[src/rtl/apb_regfifo_pkg.sv]
// apb_regfifo_pkg: register offsets, bit positions and the APB FSM state type
// shared by the APB register/FIFO completer and its FIFO sub-block.
package apb_regfifo_pkg;

  // Register byte offsets within the 16-byte window
  localparam logic [3:0] CTRL_OFS    = 4'h0;
  localparam logic [3:0] STATUS_OFS  = 4'h4;
  localparam logic [3:0] DATA_OFS    = 4'h8;
  localparam logic [3:0] SCRATCH_OFS = 4'hC;

  // CTRL bit positions
  localparam int unsigned CTRL_ENABLE_BIT = 0;
  localparam int unsigned CTRL_IRQ_EN_BIT = 1;

  // STATUS bit positions; the FIFO count occupies an 8-bit field
  localparam int unsigned STATUS_EMPTY_BIT = 0;
  localparam int unsigned STATUS_FULL_BIT  = 1;
  localparam int unsigned STATUS_OVF_BIT   = 2;
  localparam int unsigned STATUS_CNT_LSB   = 8;

  typedef enum logic [1:0] {
    IDLE   = 2'd0,
    SETUP  = 2'd1,
    ACCESS = 2'd2
  } apb_state_e;

endpackage

[src/rtl/apb_sync_fifo.sv]
// apb_sync_fifo: single-clock FIFO with show-ahead head output. Pointers carry
// one extra wrap bit so full and empty are told apart without a separate
// counter. Push and pop qualification uses the flags as they were before the edge.
module apb_sync_fifo #(
  parameter int WIDTH = 32,
  parameter int DEPTH = 8
) (
  input  logic                       clk,
  input  logic                       rst_n,
  input  logic                       push,
  input  logic [WIDTH-1:0]           din,
  input  logic                       pop,
  output logic                       full,
  output logic                       empty,
  output logic [$clog2(DEPTH):0]     count,
  output logic [WIDTH-1:0]           head
);

  localparam int AW = $clog2(DEPTH);

  logic [WIDTH-1:0] mem [DEPTH];
  logic [AW:0]      wptr;
  logic [AW:0]      rptr;
  logic             do_push;
  logic             do_pop;

  assign do_push = push && !full;
  assign do_pop  = pop && !empty;

  assign empty = (wptr == rptr);
  assign full  = (wptr[AW] != rptr[AW]) && (wptr[AW-1:0] == rptr[AW-1:0]);
  assign count = wptr - rptr;
  assign head  = empty ? '0 : mem[rptr[AW-1:0]];

  // Advance the write and read pointers on accepted pushes and pops
  always_ff @(posedge clk or negedge rst_n) begin
    if (!rst_n) begin
      wptr <= '0;
      rptr <= '0;
    end else begin
      if (do_push) wptr <= wptr + 1'b1;
      if (do_pop)  rptr <= rptr + 1'b1;
    end
  end

  // Storage needs no reset because the head output is masked while empty
  always_ff @(posedge clk) begin
    if (do_push) mem[wptr[AW-1:0]] <= din;
  end

endmodule

[src/rtl/apb_regfifo_slave.sv]
// apb_regfifo_slave: APB completer with CTRL/STATUS/DATA/SCRATCH registers.
// DATA writes feed an internal FIFO drained by a local show-ahead pop port.
// Optional feature macro: APB_REGFIFO_IRQ_EN adds the irq port, the CTRL
// irq_en bit and the sticky overflow flag reported in STATUS.
module apb_regfifo_slave
  import apb_regfifo_pkg::*;
#(
  parameter int ADDR_W      = 12,
  parameter int FIFO_DEPTH  = 8,
  parameter int WAIT_STATES = 0
) (
  input  logic              PCLK,
  input  logic              PRESETn,
  input  logic              PSEL,
  input  logic              PENABLE,
  input  logic              PWRITE,
  input  logic [ADDR_W-1:0] PADDR,
  input  logic [31:0]       PWDATA,
  output logic [31:0]       PRDATA,
  output logic              PREADY,
  output logic              PSLVERR,
  input  logic              fifo_rd_en,
  output logic [31:0]       fifo_rd_data,
  output logic              fifo_empty
`ifdef APB_REGFIFO_IRQ_EN
  ,
  output logic              irq
`endif
);

  localparam int CW = $clog2(FIFO_DEPTH) + 1;

  apb_state_e  state_q;
  apb_state_e  state_cur;
  apb_state_e  state_nxt;
  logic [3:0]  wait_cnt;
  logic [3:0]  wait_nxt;
  logic        complete;

  logic        addr_ok;
  logic        is_ctrl;
  logic        is_status;
  logic        is_data;
  logic        is_scratch;
  logic        err;
  logic [31:0] rd_val;

  logic        ctrl_enable;
  logic [31:0] scratch;
  logic        fifo_push;
  logic        fifo_full;
  logic [CW-1:0] fifo_count;

`ifdef APB_REGFIFO_IRQ_EN
  logic        ctrl_irq_en;
  logic        ovf;
`endif

  // State register: remembers that the bus is in its access phase and how many
  // wait cycles remain before completion
  always_ff @(posedge PCLK or negedge PRESETn) begin
    if (!PRESETn) begin
      state_q  <= IDLE;
      wait_cnt <= '0;
    end else begin
      state_q  <= state_nxt;
      wait_cnt <= wait_nxt;
    end
  end

  // Next state: SETUP is the cycle the master shows PSEL without PENABLE, so it
  // is recognised combinationally and the following cycle is already ACCESS
  always_comb begin
    state_cur = IDLE;
    state_nxt = IDLE;
    wait_nxt  = wait_cnt;
    if (PSEL && !PENABLE) begin
      state_cur = SETUP;
    end else if ((state_q == ACCESS) && PSEL && PENABLE) begin
      state_cur = ACCESS;
    end
    case (state_cur)
      SETUP: begin
        state_nxt = ACCESS;
        wait_nxt  = 4'(WAIT_STATES);
      end
      ACCESS: begin
        if (wait_cnt != 4'd0) begin
          state_nxt = ACCESS;
          wait_nxt  = wait_cnt - 4'd1;
        end
      end
      default: state_nxt = IDLE;
    endcase
  end

  // Bus outputs: response data and error are only driven in the completing cycle
  always_comb begin
    complete = (state_cur == ACCESS) && (wait_cnt == 4'd0);
    PREADY   = complete;
    PSLVERR  = complete && err;
    PRDATA   = (complete && !PWRITE && !err) ? rd_val : 32'h0;
  end

  // Address decode, error classification and read mux
  always_comb begin
    addr_ok    = (PADDR[ADDR_W-1:4] == '0) && (PADDR[1:0] == 2'b00);
    is_ctrl    = addr_ok && (PADDR[3:0] == CTRL_OFS);
    is_status  = addr_ok && (PADDR[3:0] == STATUS_OFS);
    is_data    = addr_ok && (PADDR[3:0] == DATA_OFS);
    is_scratch = addr_ok && (PADDR[3:0] == SCRATCH_OFS);
    err = !addr_ok
        || (PWRITE && is_status)
        || (!PWRITE && is_data)
        || (PWRITE && is_data && (!ctrl_enable || fifo_full));
    rd_val = 32'h0;
    if (is_ctrl) begin
      rd_val[CTRL_ENABLE_BIT] = ctrl_enable;
`ifdef APB_REGFIFO_IRQ_EN
      rd_val[CTRL_IRQ_EN_BIT] = ctrl_irq_en;
`endif
    end else if (is_status) begin
      rd_val[STATUS_EMPTY_BIT]          = fifo_empty;
      rd_val[STATUS_FULL_BIT]           = fifo_full;
      rd_val[STATUS_CNT_LSB +: 8]       = 8'(fifo_count);
`ifdef APB_REGFIFO_IRQ_EN
      rd_val[STATUS_OVF_BIT]            = ovf;
`endif
    end else if (is_scratch) begin
      rd_val = scratch;
    end
  end

  assign fifo_push = complete && PWRITE && is_data && !err;

  // Register bank: writes land only on the completion edge of an error-free access
  always_ff @(posedge PCLK or negedge PRESETn) begin
    if (!PRESETn) begin
      ctrl_enable <= 1'b0;
      scratch     <= 32'h0;
`ifdef APB_REGFIFO_IRQ_EN
      ctrl_irq_en <= 1'b0;
`endif
    end else if (complete && PWRITE && !err) begin
      if (is_ctrl) begin
        ctrl_enable <= PWDATA[CTRL_ENABLE_BIT];
`ifdef APB_REGFIFO_IRQ_EN
        ctrl_irq_en <= PWDATA[CTRL_IRQ_EN_BIT];
`endif
      end
      if (is_scratch) scratch <= PWDATA;
    end
  end

`ifdef APB_REGFIFO_IRQ_EN
  // Sticky overflow set by a DATA write bounced off a full FIFO, cleared by reading STATUS
  always_ff @(posedge PCLK or negedge PRESETn) begin
    if (!PRESETn) begin
      ovf <= 1'b0;
    end else if (complete && PWRITE && is_data && fifo_full) begin
      ovf <= 1'b1;
    end else if (complete && !PWRITE && is_status) begin
      ovf <= 1'b0;
    end
  end

  // Registered interrupt so the consumer sees a glitch-free level
  always_ff @(posedge PCLK or negedge PRESETn) begin
    if (!PRESETn) irq <= 1'b0;
    else          irq <= ctrl_irq_en && (fifo_full || ovf);
  end
`endif

  apb_sync_fifo #(
    .WIDTH (32),
    .DEPTH (FIFO_DEPTH)
  ) u_fifo (
    .clk   (PCLK),
    .rst_n (PRESETn),
    .push  (fifo_push),
    .din   (PWDATA),
    .pop   (fifo_rd_en),
    .full  (fifo_full),
    .empty (fifo_empty),
    .count (fifo_count),
    .head  (fifo_rd_data)
  );

endmodule

[config.mk]
export PLATFORM = sky130hd
export DESIGN_NAME = apb_regfifo_slave
export DESIGN_NICKNAME = d
export VERILOG_FILES = /design/src/rtl/apb_regfifo_pkg.sv /design/src/rtl/apb_sync_fifo.sv /design/src/rtl/apb_regfifo_slave.sv
export SDC_FILE = /design/constraint.sdc
export NUM_CORES = 1
export LEC_CHECK = 0
export BUFFER_PORTS_ARGS = -buffer_cell sky130_fd_sc_hd__buf_2
export CAP_MARGIN = 20
export CORE_UTILIZATION = 53
export DETAILED_ROUTE_END_ITERATION = 10
export GPL_TIMING_DRIVEN = 0
export PLACE_DENSITY_LB_ADDON = 0.2
export SLEW_MARGIN = 20
export SYNTH_ARGS = -nofsm -noshare
export SYNTH_HDL_FRONTEND = slang
export SYNTH_SLANG_ARGS = --single-unit
[constraint.sdc]
create_clock -name PCLK -period 5.6 [get_ports PCLK]
set_clock_uncertainty 0.05 [all_clocks]
set_input_delay 1.4 -clock PCLK [delete_from_list [all_inputs] [get_ports PCLK]]
set_output_delay 1.4 -clock PCLK [all_outputs]
set_load 0.01 [all_outputs]
==> results of run 1 <==
[cell type report]
type	count	area, um2	area share
flip-flops and latches	302	8840	0.612
multi-input cells	320	3150	0.218
repair buffers	141	906	0.0627
clock buffers	38	812	0.0562
well taps	285	357	0.0247
plain buffers	35	204	0.0141
clock inverters	18	129	0.00893
inverters	11	41.3	0.00286
diodes	1	2.50	0.000173
[worst paths after layout]
check,startpoint,end,depth (start not counted),slack (ps)
worst min-delay path,scratch[13],scratch[13],1,440
worst min register to register,scratch[13],scratch[13],1,440
min in group asynchronous,PRESETn,scratch[30],1,860
max in group asynchronous,PRESETn,scratch[25],1,4170
worst max-delay path,u_fifo.rptr[2],fifo_rd_data[29],10,250
worst max register to register,u_fifo.rptr[2],u_fifo.mem[5][14],11,1350
[layer usage]
layer / part of all wire / up-vias / GRT usage / wire length (um)
met3: 0.065 / 46 / 0.0352 / 1800
met4: 0.021 / 0 / 0.0743 / 584
li1: - / 2982 / - / -
met2: 0.50 / 268 / 0.410 / 14000
met5: 0 / - / 0 / 0
met1: 0.41 / 3556 / 0.327 / 11400
[cells by family (layout without fill, tap and decap cells)]
family | count (synthesis) | after routing | synth area share
XOR/XNOR | 9 | 9 | 0.00647
AND/OR/NAND/NOR | 149 | 149 | 0.0609
AO/OA/AOI/OAI | 54 | 54 | 0.0265
flip-flops | 302 | 302 | 0.726
adder cells (fa/ha/maj) | 8 | 8 | 0.00883
buffers and inverters | 47 | 243 | 0.0201
other | 0 | 1 | 0
multiplexers | 100 | 100 | 0.152
[power by group through the flow]
| stage | sequential, mW | combinational, mW | clock, mW |
|---|---|---|---|
| after detailed placement | 2.51 | 0.156 | 0 |
| after global placement | 2.51 | 0.139 | 0 |
| final | 2.46 | 0.157 | 1.90 |
| after CTS | 2.46 | 0.157 | 1.93 |
| after global routing | 2.46 | 0.173 | 2.01 |
| after floorplan | 2.51 | 0.0795 | 0 |
[through the flow]
| step | cells | setup TNS, ps | util | hold slack (ps) |
|---|---|---|---|---|
| 5_1_grt | 1150 | 0 | 0.640 | 458 |
| 3_5_place_dp | 1095 | 0 | 0.598 | 427 |
| 3_3_place_gp | 1069 | -256410 | 0.581 | 415 |
| 4_1_cts | 1151 | 0 | 0.640 | 441 |
| 2_1_floorplan | 669 | 0 | - | 400 |
| 6_report | 1151 | 0 | 0.640 | 435 |
[state kept, by name, indices dropped and copies added (netlist names)]
signal,flops
u_fifo.mem,256
scratch,32
u_fifo.rptr,4
u_fifo.wptr,4
wait_cnt,4
ctrl_enable,1
state_q,1
[timing repair]
action,in CTS,in global routing
hold buffers,0,0
gates resized for setup,0,3
endpoints found under the setup margin,0,30
[placed cells by master (no fill, tap or decap), drive strengths merged, types with 6 or more instances in the layout]
cell,Yosys,routed
buf,23,160
nor2,18,18
clkbuf,13,54
a21oi,37,37
mux2,36,36
nand3,8,8
xnor2,6,6
nor3,7,7
clkinv,0,13
mux4,64,64
and3,29,29
inv,11,12
ha,7,7
edfxtp,256,256
dfrtp,46,46
nand2,69,69
==> results.toml, run 1 <==
[run_status]
status = "complete, no violations"

[cells_and_area]
design_area_mm2 = 0.0144
layout-drive-gt1-share = 0.371
fill_cells = 1571
area_growth_pct = 18.5
nets = 899

[worst_setup_path]
worstSetupPathType = "flip-flop to output port"
timing.critical_path.buf_inv = 6
required_ps = 4150
crit_slowest_cell = "ha_1"
cpPeakStageDelay_ps = 470
crit_fanout = 10
arrival_ps = 3900
worst_path_most_repeated_cell = "inv_1"
start_kind = "flip-flop"
crit_chain = "clkbuf_1 -> inv_1 -> buf_1 -> ha_1 -> nand3_1 -> or2_2 -> inv_1 -> clkbuf_2 -> a21oi_1 -> buf_2"
critical-path-top-delay-family = "buffers and inverters"
crit_path_end_kind = "output port"

[timing]
period_minus_slack_ps = 5350
tightest_slew_ps = 833
slew_viol_final = 0
rsz0062_at_grt = "false"
setup_viol = 0
relSlewSlack = 0.442
final-hold-violation-count = 0
fin_ws_ps = 248
post-route-period-util = 0.956
max_clock_freq_mhz = 187

[pwr]
internal_power_mw = 3.59
power_mw = 4.52
p_switching_mw = 0.934
p_per_area_mw_per_mm2 = 313
pwr-share-clk = 0.420
switching_share = 0.207
leakagePower_nw = 5.37
power_frac_seq = 0.545
power_frac_comb = 0.035
ir_worst_vdd_uv = 238

[placement]
place_ws_ps = 612
hpwl_mm = 18.2
detailed_place.area_mm2 = 0.0135
place.gp.congestion = 0.829
io_buffers = 115

[floorplan]
rows = 55
die-area_mm2 = 0.0236
die_w_um = 154
start_util = 0.540
die_h_um = 154
ioPinCount = 117
coreArea_mm2 = 0.0226

[route]
first_iter_violations = 495
drcViolationCount = 0
wl_per_cell_um = 24.1
via_count = 6852
drt-vias-per-instance = 5.95
first_pass_iters = 5
routed_wl_mm = 27.8
ant_nets = 0

[synthesis]
postSynth.asyncResetShare = 0.152
yosysMostFrequentCell = "edfxtp_1"
synthesis.nets = 727
synth_edf_count = 256
synth.area.top_cells = "edfxtp_1, mux4_2, dfrtp_1"
avgSynthCellArea_um2 = 18.2
synth_cell_type_count = 48
ys_seq_area_frac = 0.726
synth_top_area_frac = 0.631
netlist_area_mm2 = 0.0122
ys_ff_latch = 302
synthCells = 669
yosys.area.top_type = "edfxtp_1"
ys.flop_type = "edfxtp_1"
yosys_warnings = 0
ys_top_cells_by_count = "edfxtp_1, nand2_1, mux4_2"

[clock_network]
root_buffer = "clkbuf_16"
post_cts_buffers = 0
numCtsBuffers = 30
clockBufferDepth = 3
tritoncts = "yes"
clkTransAtPathRegs_ps = 60
htreeDepth = 1
cts_sinks = 302
insertion_delay_ps = 540

[grt]
antenna_found_initial = 3
grt_pass1_vias = 7164
grt_max_degree = 47
grt_use_total = 0.242
grt_pass1_wl_mm = 42.2
overflow = 0

[job]
maxCapViolations = 0

[worst_hold_path]
hold_path.class = "flip-flop to flip-flop"
(Power assumes the default switching activity.)
==> run 2, diff against run 1 <==
--- a/config.mk
+++ b/config.mk
@@ -7,7 +7,7 @@
 export LEC_CHECK = 0
 export BUFFER_PORTS_ARGS = -buffer_cell sky130_fd_sc_hd__buf_2
 export CAP_MARGIN = 20
-export CORE_UTILIZATION = 53
+export CORE_UTILIZATION = 30
 export DETAILED_ROUTE_END_ITERATION = 10
 export GPL_TIMING_DRIVEN = 0
 export PLACE_DENSITY_LB_ADDON = 0.2
==> run 2 against run 1 <==
Effect of this change: sequential cell count unchanged; cell count grew 21%; setup slack better by 110 ps; highest routed layer is now met5.
==> results.toml, run 2 (synthesized netlist as in run 1, its figures left out) <==
[cells_and_area]
nets = 906
seq_area_mm2 = 0.00884
multiInputGateArea_mm2 = 0.00315
most-common-layout-cells = "edfxtp_1, buf_2, nand2_1"
final_common_cell = "edfxtp_1"
area_growth_pct = 22.2
diodes = 0
layout-drive-gt1-share = 0.369
largest_reg_flops = 256
fill_cells = 3734

[worst_hold_path]
hold_path.class = "flip-flop to flip-flop"

[pwr]
leakagePower_nw = 5.45
power_mw = 4.81
p_per_area_mw_per_mm2 = 323
ir_worst_vdd_uv = 191

[clock_network]
cts_sinks = 302
htreeDepth = 2
root_buffer = "clkbuf_16"
clkTransAtPathRegs_ps = 60
tritoncts = "yes"
post_cts_buffers = 0
insertion_delay_ps = 500
cts_hold_buf = 0
numCtsBuffers = 35
clockBufferDepth = 3

[route]
wl_per_cell_um = 21.6
via_count = 6548
routed_wl_mm = 30.2
drt-vias-per-instance = 4.68
first_iter_violations = 384
drcViolationCount = 0
ant_nets = 0
first_pass_iters = 4

[floorplan]
die_h_um = 204
start_util = 0.305
rows = 73
coreArea_mm2 = 0.0399
die_w_um = 204
die-area_mm2 = 0.0414
ioPinCount = 117

[worst_setup_path]
crit_chain = "clkbuf_1 -> inv_1 -> buf_1 -> ha_1 -> nand3_1 -> or2_2 -> inv_1 -> clkbuf_2 -> a21oi_1 -> buf_2"
crit_path_end_kind = "output port"
worst_path_most_repeated_cell = "inv_1"
crit_slowest_cell = "ha_1"
worstSetupPathType = "flip-flop to output port"
arrival_ps = 3790
start_kind = "flip-flop"
crit_fanout = 10
cpPeakStageDelay_ps = 470
required_ps = 4150

[timing]
final-hold-violation-count = 0
max_clock_freq_mhz = 191
tightest_slew_ps = 819
post-route-period-util = 0.936
relSlewSlack = 0.454
fin_ws_ps = 361
rsz0062_at_grt = "false"
slew_viol_final = 0
setup_viol = 0
period_minus_slack_ps = 5240

[placement]
hpwl_mm = 20.3
io_buffers = 115
place_ws_ps = 492
place.gp.congestion = 0.743

[grt]
grt_max_degree = 47
grt_use_total = 0.150
grt_pass1_wl_mm = 45.5
overflow = 0
grt_pass1_vias = 6984
antenna_found_initial = 2

[job]
maxCapViolations = 0

[run_status]
status = "complete, no violations"
-- run 2: final cells by class --
| type | instances | area share |
|---|---|---|
| Sequential cell | 302 | 0.594 |
| Multi-Input combinational cell | 320 | 0.211 |
| Clock buffer | 50 | 0.0668 |
| Timing Repair Buffer | 143 | 0.0601 |
| Tap cell | 525 | 0.0441 |
| Buffer | 35 | 0.0137 |
| Clock inverter | 12 | 0.00756 |
| Inverter | 11 | 0.00277 |
-- run 2: worst paths after layout --
kind,slack [ps],to,cells past startpoint,startpoint
max in group asynchronous,4050,scratch[17],1,PRESETn
min in group asynchronous,920,scratch[25],1,PRESETn
worst min register to register,440,scratch[13],1,scratch[13]
worst max-delay path,360,fifo_rd_data[23],10,u_fifo.rptr[2]
worst max register to register,1530,u_fifo.mem[1][15],11,u_fifo.rptr[2]
worst min-delay path,440,scratch[13],1,scratch[13]
-- run 2: layer usage --
metal | track usage | vias up | wire [um] | share of wire
met5 | 0 | - | 11 | 0.00036
met4 | 0.0349 | 2 | 459 | 0.015
met3 | 0.0267 | 33 | 1260 | 0.042
met2 | 0.240 | 145 | 14300 | 0.47
met1 | 0.213 | 3363 | 14100 | 0.47
li1 | - | 3005 | - | -
-- run 2: worst max-delay path: cells and delay by family (launching register included) --
family	cells	cell delay (ps)
buffers and inverters	6	1810
AND/OR/NAND/NOR	2	560
adder cells (fa/ha/maj)	1	470
flip-flops	1	320
AO/OA/AOI/OAI	1	140
-- run 2: what timing repair did --
action / 4_1_cts / 5_1_grt
pin swaps: 0 / 0
resized for setup: 0 / 3
endpoints found under the setup margin: 8 / 30
-- run 2: where the power goes --
part           switching (mW)  internal [mW]
Clock                   0.861           1.33
Sequential             0.0132           2.45
Combinational          0.0935         0.0599
Total                   0.968           3.84
-- run 2: through the flow --
| stage | hold slack [ps] | cells | utilization | TNS (ps) | cell area [um2] |
|---|---|---|---|---|---|
| after global placement | 415 | 1309 | 0.336 | -361340 | 13400 |
| after CTS | 441 | 1398 | 0.373 | 0 | 14900 |
| after floorplan | 400 | 669 | - | 0 | 12200 |
| after global routing | 456 | 1398 | 0.373 | 0 | 14900 |
| final | 440 | 1398 | 0.373 | 0 | 14900 |
| after detailed placement | 427 | 1337 | 0.345 | 0 | 13800 |
